<file path="src/rtl/idec_pipe_pkg.sv">
// Shared definitions for the instruction decode pipe.
// pkg_en: data width; pkg_bram_if: opcode enum, field positions, ID width.

package pkg_en;

   localparam int WIDTH_DATA = 32;

endpackage

package pkg_bram_if;

   localparam int WIDTH_AID  = 8;
   localparam int WIDTH_OP   = 4;
   localparam int WIDTH_FUNC = 4;

   localparam int POS_OPCODE = 0;
   localparam int POS_FUNC   = 4;
   localparam int POS_ADSTID = 8;
   localparam int POS_ASRCID = 16;

   typedef enum logic [WIDTH_OP-1:0] {
      OP_NOP  = 4'h0,
      OP_CTRL = 4'h1,
      OP_MOVE = 4'h3
   } opcode_e;

endpackage

</file>
<file path="src/rtl/idec_fifo.sv">
// Instruction FIFO: DEPTH x WIDTH, registered occupancy, full/empty flags.
// Ports: clk, rst (sync, active high), wrEn/wrData, rdEn, rdData (head), full, empty.

module idec_fifo #(
   parameter int DEPTH = 4,
   parameter int WIDTH = 32
) (
   input  logic             clk,
   input  logic             rst,
   input  logic             wrEn,
   input  logic [WIDTH-1:0] wrData,
   input  logic             rdEn,
   output logic [WIDTH-1:0] rdData,
   output logic             full,
   output logic             empty
);

   localparam int AW = (DEPTH > 1) ? $clog2(DEPTH) : 1;
   localparam int CW = $clog2(DEPTH + 1);

   logic [WIDTH-1:0] mem [DEPTH];
   logic [AW-1:0]    wrPtr;
   logic [AW-1:0]    rdPtr;
   logic [CW-1:0]    cnt;
   logic             doWr;
   logic             doRd;

   // A full FIFO refuses writes even when a read frees a slot this cycle.
   assign full  = (cnt == CW'(DEPTH));
   assign empty = (cnt == '0);
   assign doWr  = wrEn & ~full;
   assign doRd  = rdEn & ~empty;

   assign rdData = mem[rdPtr];

   always_ff @(posedge clk) begin
      if (rst) begin
         wrPtr <= '0;
         rdPtr <= '0;
         cnt   <= '0;
      end else begin
         if (doWr) wrPtr <= wrPtr + 1'b1;
         if (doRd) rdPtr <= rdPtr + 1'b1;
         cnt <= cnt + CW'(doWr) - CW'(doRd);
      end
   end

   always_ff @(posedge clk) begin
      if (doWr) mem[wrPtr] <= wrData;
   end

endmodule

</file>
<file path="src/rtl/idec_pipe.sv">
// Instruction decode pipe: FIFO -> decode -> issue register, with a move
// pending table that stalls moves when full or on a WAR ID hazard.
// Ports: I_CLK, I_RST (sync, high); I_Instr_Valid/I_Instr/O_Instr_Ready in;
// O_Issue_Valid/I_Issue_Ready + decoded fields out; I_Move_Done retires the
// oldest move; O_Pend_Full; O_Err (sticky).
// Option: IDEC_WAR_CHECK_EN enables the ADstID vs pending ASrcID check.

module idec_pipe
   import pkg_en::*;
   import pkg_bram_if::*;
#(
   parameter int DEPTH_FIFO = 4,
   parameter int NUM_PEND   = 4
) (
   input  logic                  I_CLK,
   input  logic                  I_RST,
   input  logic                  I_Instr_Valid,
   input  logic [WIDTH_DATA-1:0] I_Instr,
   output logic                  O_Instr_Ready,
   output logic                  O_Issue_Valid,
   input  logic                  I_Issue_Ready,
   output logic                  O_OpCode_Move,
   output logic                  O_OpCode_Ctrl,
   output logic [WIDTH_FUNC-1:0] O_Func,
   output logic                  O_WAR_NEn,
   output logic [WIDTH_AID-1:0]  O_ADstID,
   output logic [WIDTH_AID-1:0]  O_ASrcID,
   input  logic                  I_Move_Done,
   output logic                  O_Pend_Full,
   output logic                  O_Err
);

   localparam int PCW = $clog2(NUM_PEND + 1);

   logic [WIDTH_DATA-1:0] head;
   logic                  fifoFull;
   logic                  fifoEmpty;

   logic [WIDTH_OP-1:0]   headOp;
   logic [WIDTH_FUNC-1:0] headFunc;
   logic [WIDTH_AID-1:0]  headAdst;
   logic [WIDTH_AID-1:0]  headAsrc;
   logic                  headWar;

   logic isNop;
   logic isCtrl;
   logic isMove;
   logic isRsvd;

   logic stall;
   logic warStall;
   logic load;
   logic drop;
   logic pop;
   logic alloc;
   logic retire;
   logic strayDone;

   logic [PCW-1:0] pendCnt;
   logic [PCW-1:0] pendCntNxt;

   logic unusedHeadBits;

   idec_fifo #(
      .DEPTH (DEPTH_FIFO),
      .WIDTH (WIDTH_DATA)
   ) uFifo (
      .clk    (I_CLK),
      .rst    (I_RST),
      .wrEn   (I_Instr_Valid),
      .wrData (I_Instr),
      .rdEn   (pop),
      .rdData (head),
      .full   (fifoFull),
      .empty  (fifoEmpty)
   );

   assign O_Instr_Ready = ~fifoFull;

   assign headOp   = head[POS_OPCODE +: WIDTH_OP];
   assign headFunc = head[POS_FUNC +: WIDTH_FUNC];
   assign headAdst = head[POS_ADSTID +: WIDTH_AID];
   assign headAsrc = head[POS_ASRCID +: WIDTH_AID];
   assign headWar  = head[WIDTH_DATA-1];

   assign unusedHeadBits =
      ^head[WIDTH_DATA-2:POS_ASRCID+WIDTH_AID];

   always_comb begin
      isNop  = 1'b0;
      isCtrl = 1'b0;
      isMove = 1'b0;
      isRsvd = 1'b0;
      unique case (1'b1)
         (headOp == OP_NOP):  isNop  = 1'b1;
         (headOp == OP_CTRL): isCtrl = 1'b1;
         (headOp == OP_MOVE): isMove = 1'b1;
         default:             isRsvd = 1'b1;
      endcase
   end

   assign retire    = I_Move_Done & (pendCnt != '0);
   assign strayDone = I_Move_Done & (pendCnt == '0);

`ifdef IDEC_WAR_CHECK_EN
   localparam int PAW = (NUM_PEND > 1) ? $clog2(NUM_PEND) : 1;

   logic [WIDTH_AID-1:0] pendSrc [NUM_PEND];
   logic [NUM_PEND-1:0]  pendVld;
   logic [PAW-1:0]       pendWp;
   logic [PAW-1:0]       pendRp;
   logic                 warHit;

   function automatic logic [PAW-1:0] nextPtr(
      input logic [PAW-1:0] p
   );
      return (p == PAW'(NUM_PEND - 1)) ? '0 : p + 1'b1;
   endfunction

   // Only registered entries count; an entry retiring this
   // cycle still blocks, so the move issues the cycle after.
   always_comb begin
      warHit = 1'b0;
      for (int i = 0; i < NUM_PEND; i++) begin
         if (pendVld[i] && (pendSrc[i] == headAdst))
            warHit = 1'b1;
      end
   end

   assign warStall = ~headWar & warHit;

   // Alloc is written after retire so that a full table
   // reusing the retiring slot keeps the new entry valid.
   always_ff @(posedge I_CLK) begin
      if (I_RST) begin
         pendVld <= '0;
         pendWp  <= '0;
         pendRp  <= '0;
      end else begin
         if (retire) begin
            pendVld[pendRp] <= 1'b0;
            pendRp          <= nextPtr(pendRp);
         end
         if (alloc) begin
            pendVld[pendWp] <= 1'b1;
            pendSrc[pendWp] <= headAsrc;
            pendWp          <= nextPtr(pendWp);
         end
      end
   end
`else
   assign warStall = 1'b0;
`endif

   // A full table with a same-cycle retire still has room.
   assign stall = isMove &
      ((O_Pend_Full & ~I_Move_Done) | warStall);

   assign load = ~fifoEmpty & (isCtrl | isMove) &
      (~O_Issue_Valid | I_Issue_Ready) & ~stall;
   assign drop  = ~fifoEmpty & (isNop | isRsvd);
   assign pop   = load | drop;
   assign alloc = load & isMove;

   assign pendCntNxt = pendCnt + PCW'(alloc) - PCW'(retire);

   always_ff @(posedge I_CLK) begin
      if (I_RST) begin
         pendCnt     <= '0;
         O_Pend_Full <= 1'b0;
      end else begin
         pendCnt     <= pendCntNxt;
         O_Pend_Full <= (pendCntNxt == PCW'(NUM_PEND));
      end
   end

   always_ff @(posedge I_CLK) begin
      if (I_RST) begin
         O_Issue_Valid <= 1'b0;
         O_OpCode_Move <= 1'b0;
         O_OpCode_Ctrl <= 1'b0;
         O_Func        <= '0;
         O_WAR_NEn     <= 1'b0;
         O_ADstID      <= '0;
         O_ASrcID      <= '0;
      end else if (load) begin
         O_Issue_Valid <= 1'b1;
         O_OpCode_Move <= isMove;
         O_OpCode_Ctrl <= isCtrl;
         O_Func        <= headFunc;
         O_WAR_NEn     <= headWar;
         O_ADstID      <= headAdst;
         O_ASrcID      <= headAsrc;
      end else if (I_Issue_Ready) begin
         O_Issue_Valid <= 1'b0;
      end
   end

   always_ff @(posedge I_CLK) begin
      if (I_RST)
         O_Err <= 1'b0;
      else if ((drop & isRsvd) | strayDone)
         O_Err <= 1'b1;
   end

endmodule

</file>
<file path="config.mk">
export PLATFORM = sky130hd
export DESIGN_NAME = idec_pipe
export DESIGN_NICKNAME = d
export VERILOG_FILES = /design/src/rtl/idec_pipe_pkg.sv /design/src/rtl/idec_fifo.sv /design/src/rtl/idec_pipe.sv
export SDC_FILE = /design/constraint.sdc
export NUM_CORES = 1
export LEC_CHECK = 0
export CAP_MARGIN = 15
export CORE_MARGIN = 8
export CORE_UTILIZATION = 30
export CTS_BUF_LIST = sky130_fd_sc_hd__clkbuf_8
export DETAILED_ROUTE_END_ITERATION = 10
export PLACE_DENSITY_LB_ADDON = 0.12
export SLEW_MARGIN = 20
export SYNTH_ARGS = -nofsm -noshare
export SYNTH_HDL_FRONTEND = slang
export SYNTH_HIERARCHICAL = 1
export SYNTH_SLANG_ARGS = --single-unit
</file>
<file path="constraint.sdc">
create_clock -name I_CLK -period 4.4 [get_ports I_CLK]
set_input_delay 0.88 -clock I_CLK [delete_from_list [all_inputs] [get_ports I_CLK]]
set_output_delay 0.88 -clock I_CLK [all_outputs]
set_load 0.01 [all_outputs]
</file>
==> results.md <==
* Status: complete, no violations
* Final hold slack at 0.4695 ns
* Multi-input gate area at 1521 um^2
* Syn Std Cell Area at 5497 um^2
* Register area at 3765 um^2
* Tot GR Track Use at 0.1011
* Hpwl dp at 6419 um
* Starting Density at 0.3060
* Syn Nets at 364
* Worst reg2reg setup slack at 1.07 ns
* Setup TNS at 0 ns
* Skew-Pair Late Insertion Delay at 0.43 ns
* Worst r2r dst: uFifo/cnt[2]$_SDFF_PP0_
* Overflow after GRT at 0
* Slew @ Worst Pin at 0.9411 ns
* Max cap viols at 0
* Drt first pass iters at 4
* Max VDD drop at 0.2198 mV
* Worst EP required at 4.70 ns
* Fin area at 6641 um^2
* Average routed wire per standard cell at 17.29 um
* Critical Path Sink: uFifo/cnt[2]$_SDFF_PP0_
* FP Rows at 49
* 1st-iter DRT viols at 122
* Setup Buffers After CTS at 0
* Die Y-Extent at 151.4 um
* Via count at 2762
* Routability cong. at 0.6658
* Residual DRC count at 0
* Critical path type: reg -> reg
* Wirelength, routed at 10810 um
* Synth-to-Final Area Change at 20.83%
* Global-route wire length before repair at 16980 um
* TritonCTS Buffers at 17
* Reg clk slew, reported paths at 0.08 ns
* Top-Level Pins at 64
* Worst Path Max Fanout at 12
* Width of the die at 151.4 um
* Clock Path Buffers at 2
* Core Region at 17960 um^2
* Filler cells at 1709
* Nets at 430
* Pwr Density at 533.4 nW/um^2
* Final critical-path required period at 3.333 ns
* CTS tree: done
* Ant diodes at 0
* # resized after CTS at 0
* Hold Crit Class: reg -> reg
* Hold Buf Count CTS at 0
* Yosys Warn Count at 6
* Critical Path AT at 3.63 ns
* Leak Pwr at 2.183 nW
* Final Setup Violations at 0
* Vias per cell at 4.419
* Unrepaired setup endpoints after global routing: no
* Root Driver: clkbuf_8
* Vias in the first global route at 3034
* Setup crit end kind: register
* Mapped Cells at 317
* Hold Path Origin: O_ADstID[4]$_SDFFE_PP0P_
* Clk_skew at 0.01388 ns
* Layout cells sized above 1 at 0.1692
* Die Area at 22910 um^2
* DP Area at 6233 um^2
* Initial antenna violation count at 0
* R2R depth at 13
* CTS Sinks at 138
* Max Slew Vio Count at 0
* Slew HR at 0.3726
* Hold Vio Cnt, Final at 0
* H-tree depth at 4
* Pin count of the biggest net entering global routing at 61
* Tcrit/Tclk final at 0.7574
* # port buffers at 56
* F_max at 300.1 MHz
* Syn avg cell area at 17.34 um^2
* Post-route ant nets at 0
* CP startpoint kind: register
## cells in the final DEF (no fill, tap or decap), drive strengths merged
cell,n
buf,8
mux2i,23
mux4,25
dfxtp,38
a21oi,5
nor3b,2
inv,18
nor4,1
nor3,2
clkinvlp,1
clkdlybuf4s50,55
clkbuf,20
or3,2
nand4,1
nor2b,6
and4,1
o21ai,3
fa,2
nand3b,1
and2,5
ha,8
a41oi,1
nor2,5
edfxtp,100
xor2,1
xnor2,4
nand2,1
o31ai,2
a211oi,1
bufinv,3
clkinv,4
nand2b,47
## how the worst min path moves through the flow
stage,to,slack [ns],cells after the start
3_3_place_gp,O_ADstID[1]$_SDFFE_PP0P_,0.46,2
3_5_place_dp,O_ASrcID[3]$_SDFFE_PP0P_,0.46,2
5_1_grt,O_ASrcID[0]$_SDFFE_PP0P_,0.49,2
4_1_cts,O_ADstID[4]$_SDFFE_PP0P_,0.48,2
2_1_floorplan,register,0.46,2
6_report,O_ADstID[4]$_SDFFE_PP0P_,0.47,2
## stage by stage
step | instances | utilization | total power, mW | setup slack, ns
finish | 625 | 0.3697 | 3.542 | 1.067
global placement | 593 | 0.3470 | 2.535 | 1.006
floorplan | 317 | - | 2.336 | 1.448
CTS | 625 | 0.3697 | 3.619 | 1.046
detailed placement | 593 | 0.3470 | 2.546 | 0.9949
global route | 625 | 0.3697 | 3.755 | 0.8371
## worst max-delay path: stages (launching register included)
cell	delay, ns
dfxtp_2	0.61
mux4_2	0.61
nor3b_2	0.32
nand4_1	0.19
o21ai_0	0.18
o31ai_2	0.14
inv_1	0.08
ha_1	0.11
inv_1	0.04
ha_1	0.18
fa_1	0.38
xnor2_1	0.17
xnor2_1	0.13
nor2_1	0.05
## sequential cells by signal, summed over array words and instances, names as in the netlist, 2 cells and up, named ones only
name         flops
O_Func           4
O_ASrcID         8
uFifo/mem      100
uFifo/rdPtr      2
uFifo/cnt        3
O_ADstID         8
pendCnt          3
uFifo/wrPtr      2
## per-layer routing
metal | wire length [um] | part of all wire | track usage
met5 | 0 | 0 | 0
met4 | 119 | 0.011 | 0.04453
met3 | 425 | 0.039 | 0.03227
met2 | 5356 | 0.50 | 0.1660
met1 | 4907 | 0.45 | 0.1194
## power by group
part	switching [mW]	internal (mW)	total (mW)
Combinational	0.388	0.443	0.831
Clock	0.460	0.594	1.05
Sequential	0.101	1.56	1.66
Total	0.949	2.59	3.54
## cell type report
class,count,area share
tap,229,0.04314
clock inverter,12,0.01997
multi-input combinational,149,0.2291
timing repair buffer,63,0.09156
inverter,14,0.007913
sequential,138,0.5669
clock buffer,20,0.04145
(Power assumes the default switching activity.)
